<file path="src/rtl/io_port_if.sv">
// Processor-side bus between the pico MIPS decoder/register file and io_port.
// Handshake: stall=1 means the current STIN has no data yet; the core holds PC and suppresses the write.
interface io_port_if #(
    parameter int DATA_W = 8
);
    logic              read_in;
    logic              write_out;
    logic [DATA_W-1:0] wr_data;
    logic [DATA_W-1:0] rd_data;
    logic              stall;

    modport master (
        output read_in, write_out, wr_data,
        input  rd_data, stall
    );

    modport slave (
        input  read_in, write_out, wr_data,
        output rd_data, stall
    );
endinterface

</file>
<file path="src/rtl/io_port.sv">
// STIN/LOUT responder: debounced push-button latches switches into a one-entry buffer,
// STIN stalls until the buffer is full, LOUT drives an LED register.
module io_port #(
    parameter int DATA_W          = 8,
    parameter int DEBOUNCE_CYCLES = 4
) (
    input  logic              clk,
    input  logic              reset,
    io_port_if.slave          bus,
    input  logic [DATA_W-1:0] sw_data,
    input  logic              sw_strobe,
    output logic [DATA_W-1:0] led_out,
    output logic              led_valid,
    output logic              overrun,
    output logic [1:0]        dbg_state,
    output logic              dbg_in_full,
    output logic              dbg_press
);
    localparam int CNT_W = $clog2(DEBOUNCE_CYCLES + 1);
    localparam logic [CNT_W-1:0] CNT_LAST = CNT_W'(DEBOUNCE_CYCLES - 1);

    localparam logic [1:0] IDLE         = 2'd0;
    localparam logic [1:0] PRESS_WAIT   = 2'd1;
    localparam logic [1:0] PRESSED      = 2'd2;
    localparam logic [1:0] RELEASE_WAIT = 2'd3;

    logic             sync1, s;
    logic [1:0]       state_q, state_d;
    logic [CNT_W-1:0] cnt_q, cnt_d;
    logic             press;
    logic [DATA_W-1:0] in_buf;
    logic             in_full;
    logic             consume;

    always_ff @(posedge clk) begin
        if (reset) begin
            sync1 <= 1'b0;
            s     <= 1'b0;
        end else begin
            sync1 <= sw_strobe;
            s     <= sync1;
        end
    end

    always_comb begin
        state_d = state_q;
        cnt_d   = cnt_q;
        press   = 1'b0;
        case (state_q)
            IDLE: begin
                if (s) begin
                    state_d = PRESS_WAIT;
                    cnt_d   = CNT_W'(1);
                end
            end
            PRESS_WAIT: begin
                if (!s) begin
                    state_d = IDLE;
                    cnt_d   = '0;
                end else if (cnt_q == CNT_LAST) begin
                    state_d = PRESSED;
                    press   = 1'b1;
                end else begin
                    cnt_d = cnt_q + CNT_W'(1);
                end
            end
            PRESSED: begin
                if (!s) begin
                    state_d = RELEASE_WAIT;
                    cnt_d   = CNT_W'(1);
                end
            end
            RELEASE_WAIT: begin
                // A bounce back high returns to PRESSED without a new event.
                if (s) begin
                    state_d = PRESSED;
                end else if (cnt_q == CNT_LAST) begin
                    state_d = IDLE;
                    cnt_d   = '0;
                end else begin
                    cnt_d = cnt_q + CNT_W'(1);
                end
            end
            default: begin
                state_d = IDLE;
                cnt_d   = '0;
            end
        endcase
    end

    always_ff @(posedge clk) begin
        if (reset) begin
            state_q <= IDLE;
            cnt_q   <= '0;
        end else begin
            state_q <= state_d;
            cnt_q   <= cnt_d;
        end
    end

    assign consume = bus.read_in & in_full;

    always_ff @(posedge clk) begin
        if (reset) begin
            in_buf  <= '0;
            in_full <= 1'b0;
            overrun <= 1'b0;
        end else if (press) begin
            // A read consuming the old value frees the slot for this press.
            if (!in_full || consume) begin
                in_buf  <= sw_data;
                in_full <= 1'b1;
            end else begin
                overrun <= 1'b1;
            end
        end else if (consume) begin
            in_full <= 1'b0;
        end
    end

    always_ff @(posedge clk) begin
        if (reset) begin
            led_out   <= '0;
            led_valid <= 1'b0;
        end else if (bus.write_out) begin
            led_out   <= bus.wr_data;
            led_valid <= 1'b1;
        end
    end

    assign bus.rd_data = in_buf;
    assign bus.stall   = bus.read_in & ~in_full & ~reset;

    assign dbg_state   = state_q;
    assign dbg_in_full = in_full;
    assign dbg_press   = press & ~reset;
endmodule

</file>
<file path="src/flat_wrapper.sv">
// flat-port wrapper written by rule: the top's interface ports become plain ports
module io_port_flat 
#(
    parameter int DATA_W          = 8,
    parameter int DEBOUNCE_CYCLES = 4
)
  (clk, reset, sw_data, sw_strobe, led_out, led_valid, overrun, dbg_state, dbg_in_full, dbg_press, bus_read_in, bus_write_out, bus_wr_data, bus_rd_data, bus_stall);
  io_port_if #(.DATA_W(DATA_W)) bus_i ();
  input  logic clk;
  input  logic reset;
  input  logic [DATA_W-1:0] sw_data;
  input  logic sw_strobe;
  output logic [DATA_W-1:0] led_out;
  output logic led_valid;
  output logic overrun;
  output logic [1:0] dbg_state;
  output logic dbg_in_full;
  output logic dbg_press;
  input wire logic [$bits(bus_i.read_in)-1:0] bus_read_in;
  input wire logic [$bits(bus_i.write_out)-1:0] bus_write_out;
  input wire logic [$bits(bus_i.wr_data)-1:0] bus_wr_data;
  output wire logic [$bits(bus_i.rd_data)-1:0] bus_rd_data;
  output wire logic [$bits(bus_i.stall)-1:0] bus_stall;
  assign bus_i.read_in = bus_read_in;
  assign bus_i.write_out = bus_write_out;
  assign bus_i.wr_data = bus_wr_data;
  assign bus_rd_data = bus_i.rd_data;
  assign bus_stall = bus_i.stall;
  io_port #(.DATA_W(DATA_W), .DEBOUNCE_CYCLES(DEBOUNCE_CYCLES)) u_core (.clk(clk), .reset(reset), .bus(bus_i), .sw_data(sw_data), .sw_strobe(sw_strobe), .led_out(led_out), .led_valid(led_valid), .overrun(overrun), .dbg_state(dbg_state), .dbg_in_full(dbg_in_full), .dbg_press(dbg_press));
endmodule
</file>
<file path="config.mk">
export PLATFORM = sky130hd
export DESIGN_NAME = io_port_flat
export DESIGN_NICKNAME = d
export VERILOG_FILES = /design/src/rtl/io_port_if.sv /design/src/rtl/io_port.sv /design/src/flat_wrapper.sv
export SDC_FILE = /design/constraint.sdc
export NUM_CORES = 1
export LEC_CHECK = 0
export ABC_AREA = 1
export BUFFER_PORTS_ARGS = -buffer_cell sky130_fd_sc_hd__clkbuf_2
export CORE_MARGIN = 3
export CORE_UTILIZATION = 48
export CTS_CLUSTER_SIZE = 25
export DETAILED_ROUTE_END_ITERATION = 12
export PLACE_DENSITY_LB_ADDON = 0.12
export SLEW_MARGIN = 20
export SYNTH_ARGS = -nofsm -noshare
export SYNTH_HDL_FRONTEND = slang
export SYNTH_SLANG_ARGS = --single-unit
</file>
<file path="constraint.sdc">
create_clock -name clk -period 2.1 [get_ports clk]
set_input_delay 0.315 -clock clk [delete_from_list [all_inputs] [get_ports clk]]
set_output_delay 0.315 -clock clk [all_outputs]
set_load 0.1 [all_outputs]
</file>
==> results.py <==
metrics = {
    "run_status": {
        "status": "finished clean",
    },
    "layout": {
        "final_util_pct": 66.95,
        "layout-area-overhead-vs-synth_pct": 24.05,
        "fin_nets": 214,
        "drive_above_1_share_pct": 32.45,
        "fin_area_um2": 1394,
        "diodes": 0,
    },
    "yosys": {
        "synth_top_area_share_pct": 46.33,
        "synth_area_leaders": "dfxtp_1 46%, nand2_1 9.4%, nor2_1 8.7%",
        "yosysMostFrequentCell": "nand2_1",
        "ys.flop_type": "dfxtp_1",
        "yosys-top-cells-count": "28 x nand2_1, 26 x dfxtp_1, 26 x nor2_1",
        "synth.distinct_cells": 19,
        "yosysWarnings": 0,
        "yosysTopAreaCell": "dfxtp_1",
        "synth_area_um2": 1124,
        "avgSynthCellArea_um2": 7.643,
        "synth_edf_count": 0,
        "ys_seq_area_share_pct": 46.33,
        "ys_ff_latch": 26,
        "async_reset_ff_share_pct": 0,
        "synth_nets": 171,
        "synth_cells": 147,
    },
    "timing": {
        "whs_ps": 206.1,
        "setup_viol": 0,
        "fin_ws_ps": 146.8,
        "worstMarginPinSlew_ps": 547.0,
        "period_needed_ps": 1953,
        "relSlewSlack_pct": 63.69,
        "fmax_mhz": 512.0,
        "grt_setup_unrepaired": "no",
        "hold_violations": 0,
        "clock_skew_ps": 5.113,
        "drv_slew": 0,
        "min_period_over_period_pct": 93.01,
    },
    "floorplanning": {
        "core_um2": 2082,
        "die-area_um2": 2957,
        "num_rows": 16,
        "io_pins": 44,
        "die_h_um": 54.38,
        "fp.dieW_um": 54.38,
        "start_util_pct": 53.97,
    },
    "worst_hold_path": {
        "hp-class": "in -> reg",
    },
    "cts": {
        "cts.path.max_buffers": 2,
        "path_clk_slew_ps": 130,
        "htree_levels": 1,
        "ctsHoldBuffers": 0,
        "cts_inserted_buffers": 3,
        "cts_resized": 0,
        "clockRootBuffer": "clkbuf_4",
        "clock-sinks": 26,
        "post-cts-setup-buffers": 0,
        "clk_latency_ps": 310,
        "cts_tree": "yes",
    },
    "global_route": {
        "grt_pass1_wl_um": 4015,
        "grt_pass1_vias": 951,
        "grt_usage_pct": 18.73,
        "overflow": 0,
        "grt_max_degree": 14,
        "antenna_found_initial": 0,
    },
    "place": {
        "numPortBuffers": 43,
        "place_ws_ps": 511.8,
        "placed_area_um2": 1371,
        "place.gp.congestion": 0.7995,
        "dp_hpwl_um": 1909,
    },
    "worst_setup_path": {
        "slowest_stage": "clkbuf_2",
        "endpoint_kind": "output pin",
        "path_delay_family": "buffers and inverters",
        "critPathRequiredTime_ps": 1780,
        "worst-path-buf-inv": 1,
        "crit_arrival_ps": 1640,
        "cp_cell_sequence": "ha_1 -> nand2_4 -> nor3_4 -> clkbuf_2",
        "worstSetupPathType": "reg -> out",
        "crit_path_start_kind": "flip-flop",
        "crit_fanout": 6,
        "cpPeakStageDelay_ps": 480,
    },
    "job": {
        "max_cap_viol_count": 0,
    },
    "power": {
        "p_per_area_nw_per_um2": 659.0,
        "ir_worst_vdd_mv": 0.5509,
        "power_mw": 0.9185,
        "leakagePower_nw": 0.7040,
    },
    "detailed_routing": {
        "post_drt_wl_per_cell_um": 11.33,
        "drtAntennaViolNets": 0,
        "vias": 1023,
        "drc_errors": 0,
        "routed_via_density": 4.758,
        "drtIter0Drc": 27,
        "firstDrtPassIters": 4,
        "routed_wl_um": 2436,
    },
}
-- flip-flops by register name (all words and copies together), names as in the netlist, named ones only --
| name | cells |
|---|---|
| u_core.bus.rd_data | 8 |
| u_core.led_out | 8 |
| u_core.cnt_q | 3 |
| u_core.dbg_in_full | 1 |
| u_core.dbg_state | 1 |
| u_core.led_valid | 1 |
| u_core.overrun | 1 |
| u_core.s | 1 |
| u_core.sync1 | 1 |
-- metal layers --
metal | vias up | global-route usage, % | part of all wire, % | wire length, µm
met5 | - | 0 | 0 | 0
met4 | 0 | 7.054 | 0.49 | 12
met3 | 2 | 3.815 | 5.3 | 130
met2 | 30 | 31.27 | 50 | 1207
met1 | 444 | 23.54 | 44 | 1084
li1 | 547 | - | - | -
-- worst min-delay path, stage by stage --
cell and delay, ps:
clkbuf_2 80, inv_1 60, nor2_1 40
-- worst paths after layout --
path / cells after the start / end / slack, ps / startpoint
worst max-delay path: 4 / dbg_press / 150 / u_core.cnt_q[0]$_SDFFE_PP0P_
worst min-delay path: 3 / u_core.sync1$_SDFF_PP0_ / 210 / sw_strobe
worst max register to register: 8 / u_core.cnt_q[2]$_SDFFE_PP0P_ / 680 / u_core.cnt_q[0]$_SDFFE_PP0P_
worst min register to register: 2 / u_core.s$_SDFF_PP0_ / 420 / u_core.sync1$_SDFF_PP0_
-- metrics by stage --
stage / setup TNS (ps) / cells
floorplan: -67.87 / 147
global placement: 0 / 212
detailed placement: 0 / 212
CTS: 0 / 215
global route: 0 / 215
finish: 0 / 215
-- kinds of logic (layout without fill, tap and decap cells) --
family          after synthesis  count (layout)  share of synthesized area (%)
simple gates                 75              75                          31.74
flops                        26              26                          46.33
compound gates               22              22                          10.69
buf+inv                      21              62                          7.906
fa+ha+maj                     3               3                          3.341
-- final cells by class --
type / count / area, µm²
Inverter: 15 / 56.30
Sequential cell: 26 / 521.8
Tap cell: 27 / 33.78
Clock buffer: 3 / 22.52
Timing Repair Buffer: 44 / 222.7
Fill cell: 200 / 688.2
Multi-Input combinational cell: 100 / 536.8
-- placed cells by master (no fill, tap or decap), types with 3 or more instances in the layout --
cell type  count
clkbuf_2      43
a21oi_1       11
clkbuf_4       3
nand3_1       10
o21ai_0        8
dfxtp_1       25
inv_1         14
nand2_2        3
nand2_1       28
nor2_1        26
ha_1           3
-- power breakdown --
part	leakage, nW	total (mW)	internal, mW	switching, mW
logic	0.477	0.190	0.0404	0.149
registers	0.213	0.525	0.512	0.0131
clock network	0.0138	0.204	0.0670	0.137
Power figures use the tool's default switching activity.
